[src/rtl/avalon_bus_master_pkg.sv]
// Definitions shared by the Avalon bus master and the CPU load/store unit:
// transfer size encoding, master FSM states and the byte-lane enable map.
package avalon_bus_master_pkg;

    typedef enum logic [1:0] {
        SIZE_BYTE    = 2'b00,
        SIZE_HALF    = 2'b01,
        SIZE_WORD    = 2'b10,
        SIZE_ILLEGAL = 2'b11
    } size_e;

    typedef enum logic [1:0] {
        IDLE,
        READ,
        WRITE,
        RESP
    } state_e;

    localparam int STALL_W = 8;
    typedef logic [STALL_W-1:0] stall_t;

    function automatic logic [3:0] lane_enable(input size_e size, input logic [1:0] offset);
        logic [3:0] be;
        case (size)
            SIZE_BYTE: be = 4'b0001 << offset;
            SIZE_HALF: be = offset[1] ? 4'b1100 : 4'b0011;
            SIZE_WORD: be = 4'b1111;
            default:   be = 4'b0000;
        endcase
        return be;
    endfunction

    function automatic logic is_legal(input size_e size, input logic [1:0] offset);
        logic ok;
        case (size)
            SIZE_BYTE: ok = 1'b1;
            SIZE_HALF: ok = ~offset[0];
            SIZE_WORD: ok = (offset == 2'b00);
            default:   ok = 1'b0;
        endcase
        return ok;
    endfunction

endpackage

[src/rtl/avalon_bus_master_if.sv]
// Avalon-MM bus between the master and a single slave.
interface avalon_bus_master_if;

    logic [31:0] address;
    logic        read;
    logic        write;
    logic        waitrequest;
    logic [31:0] writedata;
    logic [3:0]  byteenable;
    logic [31:0] readdata;

    modport master (
        output address, read, write, writedata, byteenable,
        input  waitrequest, readdata
    );

    modport slave (
        input  address, read, write, writedata, byteenable,
        output waitrequest, readdata
    );

endinterface

[src/rtl/avalon_bus_master_bus_lane_align.sv]
// Byte-lane steering: store data shifted onto its lanes, load data pulled
// down to bit 0 and zero- or sign-extended.
module bus_lane_align
    import avalon_bus_master_pkg::*;
(
    input  size_e       size,
    input  logic [1:0]  offset,
    input  logic        sign_ext,
    input  logic [31:0] store_data,
    input  logic [31:0] bus_rdata,
    output logic [3:0]  byteenable,
    output logic [31:0] bus_wdata,
    output logic [31:0] load_data
);

    logic [7:0]  rd_byte;
    logic [15:0] rd_half;

    always_comb begin
        // NOTE: every output gets a default first so no path through the case infers a latch.
        byteenable = lane_enable(size, offset);
        bus_wdata  = '0;
        load_data  = '0;
        rd_byte    = bus_rdata[{offset, 3'b000} +: 8];
        rd_half    = bus_rdata[{offset[1], 4'b0000} +: 16];
        case (size)
            SIZE_BYTE: begin
                bus_wdata = {24'b0, store_data[7:0]} << {offset, 3'b000};
                load_data = {{24{sign_ext & rd_byte[7]}}, rd_byte};
            end
            SIZE_HALF: begin
                bus_wdata = {16'b0, store_data[15:0]} << {offset[1], 4'b0000};
                load_data = {{16{sign_ext & rd_half[15]}}, rd_half};
            end
            SIZE_WORD: begin
                bus_wdata = store_data;
                load_data = bus_rdata;
            end
            default: ;
        endcase
    end

endmodule

[src/rtl/avalon_bus_master.sv]
// CPU load/store request to Avalon-MM master: one transfer at a time, with
// alignment checking, lane steering and a waitrequest stall timeout.
module avalon_bus_master
    import avalon_bus_master_pkg::*;
#(
    parameter int TIMEOUT = 255
) (
    input  logic                       clk,
    input  logic                       reset,
    input  logic                       req_valid,
    output logic                       req_ready,
    input  logic                       req_write,
    input  logic [31:0]                req_addr,
    input  logic [1:0]                 req_size,
    input  logic                       req_signed,
    input  logic [31:0]                req_wdata,
    output logic                       rsp_valid,
    output logic [31:0]                rsp_rdata,
    output logic                       rsp_err,
    avalon_bus_master_if.master        bus
);

    localparam stall_t TIMEOUT_C = stall_t'(TIMEOUT);

    state_e      state_q, state_d;
    logic        req_ready_q, req_ready_d;
    logic        read_q, read_d, write_q, write_d;
    logic [31:0] address_q, address_d, writedata_q, writedata_d;
    logic [3:0]  byteenable_q, byteenable_d;
    logic        rsp_valid_q, rsp_valid_d, rsp_err_q, rsp_err_d;
    logic [31:0] rsp_rdata_q, rsp_rdata_d;
    stall_t      stall_q, stall_d, stall_inc;
    size_e       size_q, size_d, req_size_e, align_size;
    logic        signed_q, signed_d;
    logic [1:0]  offset_q, offset_d, align_offset;
    logic [3:0]  lane_be;
    logic [31:0] lane_wdata, load_data;

    assign req_size_e = size_e'(req_size);

    // In IDLE the aligner steers the incoming store; afterwards it extracts the load.
    assign align_size   = (state_q == IDLE) ? req_size_e : size_q;
    assign align_offset = (state_q == IDLE) ? req_addr[1:0] : offset_q;

    bus_lane_align u_align (
        .size       (align_size),
        .offset     (align_offset),
        .sign_ext   (signed_q),
        .store_data (req_wdata),
        .bus_rdata  (bus.readdata),
        .byteenable (lane_be),
        .bus_wdata  (lane_wdata),
        .load_data  (load_data)
    );

    always_comb begin
        state_d      = state_q;
        read_d       = read_q;
        write_d      = write_q;
        address_d    = address_q;
        byteenable_d = byteenable_q;
        writedata_d  = writedata_q;
        stall_d      = stall_q;
        size_d       = size_q;
        signed_d     = signed_q;
        offset_d     = offset_q;
        rsp_valid_d  = 1'b0;
        rsp_err_d    = 1'b0;
        rsp_rdata_d  = '0;
        stall_inc    = stall_q + stall_t'(1);
        case (state_q)
            IDLE: begin
                if (req_valid && req_ready_q) begin
                    size_d   = req_size_e;
                    signed_d = req_signed;
                    offset_d = req_addr[1:0];
                    if (is_legal(req_size_e, req_addr[1:0])) begin
                        address_d    = {req_addr[31:2], 2'b00};
                        byteenable_d = lane_be;
                        writedata_d  = req_write ? lane_wdata : '0;
                        read_d       = ~req_write;
                        write_d      = req_write;
                        stall_d      = '0;
                        state_d      = req_write ? WRITE : READ;
                    end else begin
                        rsp_valid_d = 1'b1;
                        rsp_err_d   = 1'b1;
                        state_d     = RESP;
                    end
                end
            end
            READ, WRITE: begin
                if (!bus.waitrequest) begin
                    read_d      = 1'b0;
                    write_d     = 1'b0;
                    rsp_valid_d = 1'b1;
                    rsp_rdata_d = (state_q == READ) ? load_data : '0;
                    state_d     = RESP;
                end else if (stall_inc >= TIMEOUT_C) begin
                    stall_d     = TIMEOUT_C;
                    read_d      = 1'b0;
                    write_d     = 1'b0;
                    rsp_valid_d = 1'b1;
                    rsp_err_d   = 1'b1;
                    state_d     = RESP;
                end else begin
                    stall_d = stall_inc;
                end
            end
            RESP:    state_d = IDLE;
            default: state_d = IDLE;
        endcase
        req_ready_d = (state_d == IDLE);
    end

    // NOTE: state is updated with non-blocking assignments so every flop samples pre-edge values.
    always_ff @(posedge clk or negedge reset) begin
        if (!reset) begin
            state_q      <= IDLE;
            req_ready_q  <= 1'b0;
            read_q       <= 1'b0;
            write_q      <= 1'b0;
            address_q    <= '0;
            byteenable_q <= '0;
            writedata_q  <= '0;
            rsp_valid_q  <= 1'b0;
            rsp_err_q    <= 1'b0;
            rsp_rdata_q  <= '0;
            stall_q      <= '0;
            size_q       <= SIZE_BYTE;
            signed_q     <= 1'b0;
            offset_q     <= '0;
        end else begin
            state_q      <= state_d;
            req_ready_q  <= req_ready_d;
            read_q       <= read_d;
            write_q      <= write_d;
            address_q    <= address_d;
            byteenable_q <= byteenable_d;
            writedata_q  <= writedata_d;
            rsp_valid_q  <= rsp_valid_d;
            rsp_err_q    <= rsp_err_d;
            rsp_rdata_q  <= rsp_rdata_d;
            stall_q      <= stall_d;
            size_q       <= size_d;
            signed_q     <= signed_d;
            offset_q     <= offset_d;
        end
    end

    assign req_ready      = req_ready_q;
    assign rsp_valid      = rsp_valid_q;
    assign rsp_err        = rsp_err_q;
    assign rsp_rdata      = rsp_rdata_q;
    assign bus.address    = address_q;
    assign bus.read       = read_q;
    assign bus.write      = write_q;
    assign bus.byteenable = byteenable_q;
    assign bus.writedata  = writedata_q;

endmodule

[src/flat_wrapper.sv]
// flat-port wrapper written by rule: the top's interface ports become plain ports
module avalon_bus_master_flat import avalon_bus_master_pkg::*;
#(
    parameter int TIMEOUT = 255
)
  (clk, reset, req_valid, req_ready, req_write, req_addr, req_size, req_signed, req_wdata, rsp_valid, rsp_rdata, rsp_err, bus_address, bus_read, bus_write, bus_writedata, bus_byteenable, bus_waitrequest, bus_readdata);
  avalon_bus_master_if bus_i ();
  input  logic clk;
  input  logic reset;
  input  logic req_valid;
  output logic req_ready;
  input  logic req_write;
  input  logic [31:0] req_addr;
  input  logic [1:0] req_size;
  input  logic req_signed;
  input  logic [31:0] req_wdata;
  output logic rsp_valid;
  output logic [31:0] rsp_rdata;
  output logic rsp_err;
  output wire logic [$bits(bus_i.address)-1:0] bus_address;
  output wire logic [$bits(bus_i.read)-1:0] bus_read;
  output wire logic [$bits(bus_i.write)-1:0] bus_write;
  output wire logic [$bits(bus_i.writedata)-1:0] bus_writedata;
  output wire logic [$bits(bus_i.byteenable)-1:0] bus_byteenable;
  input wire logic [$bits(bus_i.waitrequest)-1:0] bus_waitrequest;
  input wire logic [$bits(bus_i.readdata)-1:0] bus_readdata;
  assign bus_address = bus_i.address;
  assign bus_read = bus_i.read;
  assign bus_write = bus_i.write;
  assign bus_writedata = bus_i.writedata;
  assign bus_byteenable = bus_i.byteenable;
  assign bus_i.waitrequest = bus_waitrequest;
  assign bus_i.readdata = bus_readdata;
  avalon_bus_master #(.TIMEOUT(TIMEOUT)) u_core (.clk(clk), .reset(reset), .req_valid(req_valid), .req_ready(req_ready), .req_write(req_write), .req_addr(req_addr), .req_size(req_size), .req_signed(req_signed), .req_wdata(req_wdata), .rsp_valid(rsp_valid), .rsp_rdata(rsp_rdata), .rsp_err(rsp_err), .bus(bus_i));
endmodule
[config.mk]
export PLATFORM = sky130hd
export DESIGN_NAME = avalon_bus_master_flat
export DESIGN_NICKNAME = d
export VERILOG_FILES = /design/src/rtl/avalon_bus_master_pkg.sv /design/src/rtl/avalon_bus_master_if.sv /design/src/rtl/avalon_bus_master_bus_lane_align.sv /design/src/rtl/avalon_bus_master.sv /design/src/flat_wrapper.sv
export SDC_FILE = /design/constraint.sdc
export NUM_CORES = 1
export LEC_CHECK = 0
export BUFFER_PORTS_ARGS = -buffer_cell sky130_fd_sc_hd__buf_2
export CAP_MARGIN = 20
export CORE_MARGIN = 4
export CORE_UTILIZATION = 40
export CTS_CLUSTER_DIAMETER = 120
export CTS_CLUSTER_SIZE = 16
export DETAILED_ROUTE_END_ITERATION = 16
export GPL_ROUTABILITY_DRIVEN = 1
export PLACE_DENSITY_LB_ADDON = 0.3
export SLEW_MARGIN = 40
export SYNTH_ARGS = -nofsm -noshare
export SYNTH_HDL_FRONTEND = slang
export SYNTH_SLANG_ARGS = --single-unit
[constraint.sdc]
create_clock -name clk -period 2.55 [get_ports clk]
set_clock_uncertainty 0.15 [all_clocks]
set_input_delay 0.765 -clock clk [delete_from_list [all_inputs] [get_ports clk]]
set_output_delay 0.765 -clock clk [all_outputs]
set_load 0.1 [all_outputs]
After elaboration in Yosys (flattened, before gate mapping)
Index checks and enable logic that the tools add are counted.
{"block": "classes", "n_addsub": 1, "magnitude_cmp": 1, "n_eq_ne": 11, "shifts": 5, "muxes": 39, "bitwise_logic": 4, "n_reduce_logical": 12}
{"cell": "32-bit one-hot mux with 3 select lines", "n": 2}
{"cell": "32-bit 2-to-1 mux", "n": 4}
{"cell": "8-bit 2-to-1 mux", "n": 4}
{"cell": "32-bit by 6-bit indexed part select with 16-bit output", "n": 1}
{"cell": "32-bit by 6-bit indexed part select with 8-bit output", "n": 1}
{"cell": "16-bit by 5-bit << shifter with 32-bit output", "n": 1}
{"cell": "8-bit by 5-bit << shifter with 32-bit output", "n": 1}
{"cell": "8-bit one-hot mux with 2 select lines", "n": 1}
{"cell": "2-bit 2-to-1 mux", "n": 7}
{"cell": "1-bit 2-to-1 mux", "n": 13}
{"cell": "4-bit one-hot mux with 3 select lines", "n": 1}
{"cell": "2-bit zero test", "n": 5}
{"cell": "8-bit by 1-bit adder with 8-bit output (second input constant)", "n": 1}
{"cell": "2-bit == test (second input constant)", "n": 4}
{"cell": "8-bit greater-or-equal comparator (second input constant)", "n": 1}
{"cell": "1-bit one-hot mux with 2 select lines", "n": 4}
{"cell": "4-bit AND reduction", "n": 2}
{"cell": "2-bit by 1-bit == test with 1-bit output (second input constant)", "n": 3}
{"cell": "2-bit inequality test (second input constant)", "n": 3}
{"cell": "2-bit one-hot mux with 3 select lines", "n": 1}
{"cell": "4-bit 2-to-1 mux", "n": 1}
{"cell": "1-bit by 2-bit << shifter with 4-bit output (first input constant)", "n": 1}
{"cell": "3-bit by 2-bit inequality test with 1-bit output (second input constant)", "n": 1}
{"cell": "1-bit one-hot mux with 3 select lines", "n": 1}
{"cell": "7 further kinds", "n": 9}
{"block": "word_totals", "regBits": 118, "input_bits": 104, "out_inout_bits": 105, "word_cells": 87}

Logic depth before layout (Yosys ltp)
{"block": "logic_depth", "ltp_word": 8, "depth_mapped": 10, "depth_no_buf": 7}

Cells and area by module
Synthesis repeated with hierarchy kept, for this count alone.
{"block": "unflattened", "cells_unflattened": 601, "area_unflattened_um2": 6005.8}
{"module": "avalon_bus_master", "n_inst": 1, "cells_each": 412, "area_each_um2": 4749.6, "seq_area_each_um2": 2952.8}
{"module": "bus_lane_align", "n_inst": 1, "cells_each": 189, "area_each_um2": 1256.2, "seq_area_each_um2": 0.0}

Worst setup path before layout
OpenSTA, ideal clock, no wires.
{"block": "synth_path", "path_kind": "flip-flop to flip-flop", "from": "register u_core.req_ready_q (netlist: u_core.req_ready)", "to": "register u_core.address_q[13] (netlist: u_core.bus.address[13])", "setup_ps": 120, "t_arrival_ps": 2209, "required_ps": 2280, "path_slack_ps": 72, "stages_incl_launch_ff": 9, "path_buffers": 3, "synth_period_minus_slack_ps": 2478, "path_cell_list": "dfrtp_1 > and2_1 > nand2_1 > or2_1 > buf_2 > buf_2 > buf_2 > nand2_1 > nand2_1"}
{"block": "synth_between", "elab_chain_len": 2}
{"element": "from (decl)", "line": "avalon_bus_master.sv:26", "source": "logic req_ready_q, req_ready_d;"}
{"element": "from (signal assigned)", "line": "avalon_bus_master.sv:135", "source": "req_ready_q <= req_ready_d;"}
{"element": "1-bit logical AND", "line": "avalon_bus_master.sv:73", "source": "if (req_valid && req_ready_q) begin"}
{"element": "3-bit AND reduction (no source line)"}
{"element": "to (signal assigned)", "line": "avalon_bus_master.sv:138", "source": "address_q <= address_d;"}
{"element": "to (decl)", "line": "avalon_bus_master.sv:28", "source": "logic [31:0] address_q, address_d, writedata_q, writedata_d;"}
Every way passes these cells.
A chain may end at the register's enable or synchronous reset.

Final worst setup path
{"block": "layout_path", "from": "register u_core.state_q[1]", "to": "register u_core.rsp_rdata_q[22] (netlist: u_core.rsp_rdata[22])"}
{"block": "layout_between", "elab_chain_len": 8, "word_cells_on_any_way": 17, "cone_classes": "eq/ne (4); shift (2); mux (6); bitwise (2); reduce/logical (3)"}
{"element": "from (decl)", "line": "avalon_bus_master.sv:25", "source": "state_e state_q, state_d;"}
{"element": "from (signal assigned)", "line": "avalon_bus_master.sv:134", "source": "state_q <= state_d;"}
{"element": "2-bit zero test", "line": "avalon_bus_master.sv:42, avalon_bus_master.sv:43"}
{"element": "2-bit 2-to-1 mux", "line": "avalon_bus_master.sv:43", "source": "assign align_offset = (state_q == IDLE) ? req_addr[1:0] : offset_q;"}
{"element": "32-bit by 6-bit indexed part select with 16-bit output / 32-bit by 6-bit indexed part select with 8-bit output (equally long branches)", "line": "avalon_bus_master_bus_lane_align.sv:25, avalon_bus_master_bus_lane_align.sv:24"}
{"element": "1-bit AND, on equally long branches", "line": "avalon_bus_master_bus_lane_align.sv:33, avalon_bus_master_bus_lane_align.sv:29"}
{"element": "32-bit one-hot mux with 3 select lines", "line": "avalon_bus_master_bus_lane_align.sv:26", "source": "case (size)"}
{"element": "32-bit 2-to-1 mux", "line": "avalon_bus_master.sv:97", "source": "rsp_rdata_d = (state_q == READ) ? load_data : '0;"}
{"element": "32-bit 2-to-1 mux", "line": "avalon_bus_master.sv:93", "source": "if (!bus.waitrequest) begin"}
{"element": "32-bit 2-to-1 mux (*)", "line": "avalon_bus_master.sv:71", "source": "case (state_q)"}
{"element": "net u_core.rsp_rdata_d[22]", "line": "avalon_bus_master.sv:31", "source": "logic [31:0] rsp_rdata_q, rsp_rdata_d;"}
{"element": "to (signal assigned)", "line": "avalon_bus_master.sv:143", "source": "rsp_rdata_q <= rsp_rdata_d;"}
{"element": "to (decl)", "line": "avalon_bus_master.sv:31"}
Mark *: on every way through the listed nets, which the timed path passes. The rest lies on a longest branch.

==> impl_metrics.json <==
{
  "status": "finished, final reports clean",
  "ys.warnings.count": 0,
  "antenna_found_initial": 3,
  "drt_iter0_drc": 453,
  "cpPeakStageDelay_ns": 0.42,
  "io_pins": 209,
  "vias": 5384,
  "avgSynthCellArea_um2": 9.590,
  "max_cap_viol_count": 0,
  "ys_ff_latch": 118,
  "path_buf_inv": 3,
  "relSlewSlack_pct": 61.82,
  "ant_nets": 0,
  "h-tree-depth": 4,
  "startpoint_type": "flop",
  "ys.flop_type": "dfrtp_1",
  "cpMostUsedCell": "a21oi_1",
  "synth_edf_count": 0,
  "design_area_mm2": 0.007466,
  "core_mm2": 0.01345,
  "grt_pass1_wl_um": 27870,
  "async_reset_ff_share_pct": 100.0,
  "hold_buffers": 0,
  "die_h_um": 126.1,
  "required_ns": 2.71,
  "wl_per_cell_um": 17.84,
  "drc": 0,
  "cts_tree": "built",
  "area_growth_pct": 33.76,
  "grt_usage_pct": 21.90,
  "hp-class": "primary input to asynchronous set/reset pin",
  "drive_gt1_share_pct": 34.94,
  "path_max_fanout": 28,
  "crit_type": "flop to flop",
  "whs_ns": 0.1192,
  "dieArea_mm2": 0.01591,
  "cp_top_family": "buffers and inverters",
  "drtPass1Iterations": 6,
  "die_w_um": 126.1,
  "hold_viol": 0,
  "fin_tns_setup_ns": 0,
  "port_buffers": 206,
  "slowest_stage": "dfrtp_1",
  "clkTransAtPathRegs_ns": 0.05,
  "start_util_pct": 41.49,
  "path_cells": "inv_1 -> ha_1 -> buf_12 -> mux2i_1 -> a21oi_1 -> or3_1 -> buf_4 -> a21oi_1",
  "routed_wl_um": 17570,
  "fin_crit_sh_pct": 95.43,
  "worstSkewPairLatency_ns": 0.41,
  "yosysSeqAreaShare_pct": 52.90,
  "fin_util_pct": 55.50,
  "endpoint_kind": "flop",
  "clock_sinks": 118,
  "clockRootBuffer": "clkbuf_16",
  "worstReg2RegStart": "u_core.state_q[1]$_DFF_PN0_",
  "drv_slew": 0,
  "rsz0062_at_grt": "no",
  "gp_congestion": 0.8949,
  "crit_arrival_ns": 2.59,
  "cts_buffers": 17,
  "grt_max_degree": 65,
  "grt_pass1_vias": 5417,
  "postPlaceCellArea_mm2": 0.006905,
  "syn_inst": 582,
  "grt_overflow_total": 0,
  "worst_slew_pin_slew_ns": 0.5716,
  "ys_types": 67,
  "rows": 42,
  "dp_hpwl_um": 12880,
  "setup_viol": 0,
  "crit_start": "u_core.state_q[1]$_DFF_PN0_",
  "netlist_area_mm2": 0.005582,
  "via_per_inst": 5.466,
  "layout.nets": 907,
  "cts_buffer_depth": 2,
  "period_needed_ns": 2.434,
  "r2r_slack_ns": 0.12,
  "max_freq_ghz": 0.4109
}
## cell usage in the layout, fill, tap and decap left out, types with 3 or more instances in the layout
cell       count
buf_2        205
nand2_1      170
dfrtp_1      118
a21oi_1       37
o21ai_1       33
a22oi_1       25
o21ai_0       21
buf_4         18
clkbuf_16     17
inv_1         13
nor2_1        13
a222oi_1      11
mux2i_1        7
buf_12         7
nor3_1         6
o221ai_1       5
a22o_1         5
clkinv_2       5
nand3_1        4
and2_1         4
o21a_1         4
ha_1           4
a21o_1         3
o31ai_1        3
or3_1          3
nor2_4         3
mux4_2         3
mux2_2         3
clkbuf_1       3
## logic make-up after synthesis
family                   count (synthesis)  share of synthesized area (%)
adder cells (fa/ha/maj)                  5                          1.121
multiplexers                            15                          3.743
AND/OR/NAND/NOR                        219                          16.54
flip-flops                             118                          52.90
other                                    1                        0.06718
AO/OA/AOI/OAI                          175                          21.07
buffers and inverters                   49                          4.550
## through the flow
stage | std cells | setup slack (ns)
finish | 985 | 0.1165
global route | 985 | 0.01880
CTS | 981 | 0.04280
detailed placement | 953 | 0.05961
global placement | 953 | 0.1714
floorplan | 583 | 0.07161
## timing repair
| action | CTS | global route |
|---|---|---|
| resized for setup | 0 | 5 |
| setup buffers | 0 | 1 |
| endpoints found under the setup margin | 0 | 35 |
## registers in the layout, summed over array words and instances (netlist names), 2 cells and up
| name | flops |
|---|---|
| u_core.bus.writedata | 32 |
| u_core.rsp_rdata | 32 |
| u_core.stall_q | 8 |
| u_core.state_q | 2 |
| u_core.offset_q | 2 |
| u_core.size_q | 2 |
| u_core.bus.address | 30 |
| u_core.bus.byteenable | 4 |
## synth_stat cells (all sizes together), types with 4 or more instances
cell / number / area (um^2)
o21a: 4 / 30.03
nor3: 6 / 30.03
dfrtp: 118 / 2953
nand3: 4 / 20.02
nor2: 16 / 70.07
o21ai: 54 / 270.3
nand2: 170 / 638.1
clkbuf: 12 / 46.29
a222oi: 11 / 110.1
and2: 4 / 25.02
a21oi: 40 / 211.5
a22oi: 26 / 200.2
o221ai: 5 / 43.79
inv: 14 / 52.55
ha: 5 / 62.56
buf: 23 / 155.1
mux2: 4 / 48.79
mux2i: 8 / 92.59
a22o: 5 / 43.79
## layout make-up
| class | count | area (um^2) |
|---|---|---|
| fillers | 1250 | 5987 |
| clock inverters | 6 | 55.05 |
| inverters | 14 | 52.55 |
| diodes | 2 | 5.005 |
| repair buffers | 230 | 1301 |
| clock buffers | 22 | 464.2 |
| well taps | 176 | 220.2 |
| multi-input cells | 417 | 2415 |
| flip-flops and latches | 118 | 2953 |
## worst paths after layout
path / cells after the start / to
setup / recovery: 8 / u_core.rsp_rdata[22]$_DFF_PN0_
hold / removal: 1 / u_core.bus.read$_DFFE_PN0P_
setup reg to reg: 8 / u_core.rsp_rdata[22]$_DFF_PN0_
hold reg to reg: 2 / u_core.bus.address[18]$_DFFE_PN0P_
max in group asynchronous: 2 / u_core.bus.address[15]$_DFFE_PN0P_
min in group clk: 2 / u_core.bus.address[18]$_DFFE_PN0P_
## routing by layer
layer,vias up,GRT usage [%],routed length (um)
met5,-,0,13
met4,2,9.401,410
met3,40,6.986,1656
met2,263,35.31,8549
met1,2590,27.18,6942
li1,2489,-,-
Power is left out: the tool's default activity adds up to more than one toggle a clock period on the data nets, which glitch-free logic cannot reach.
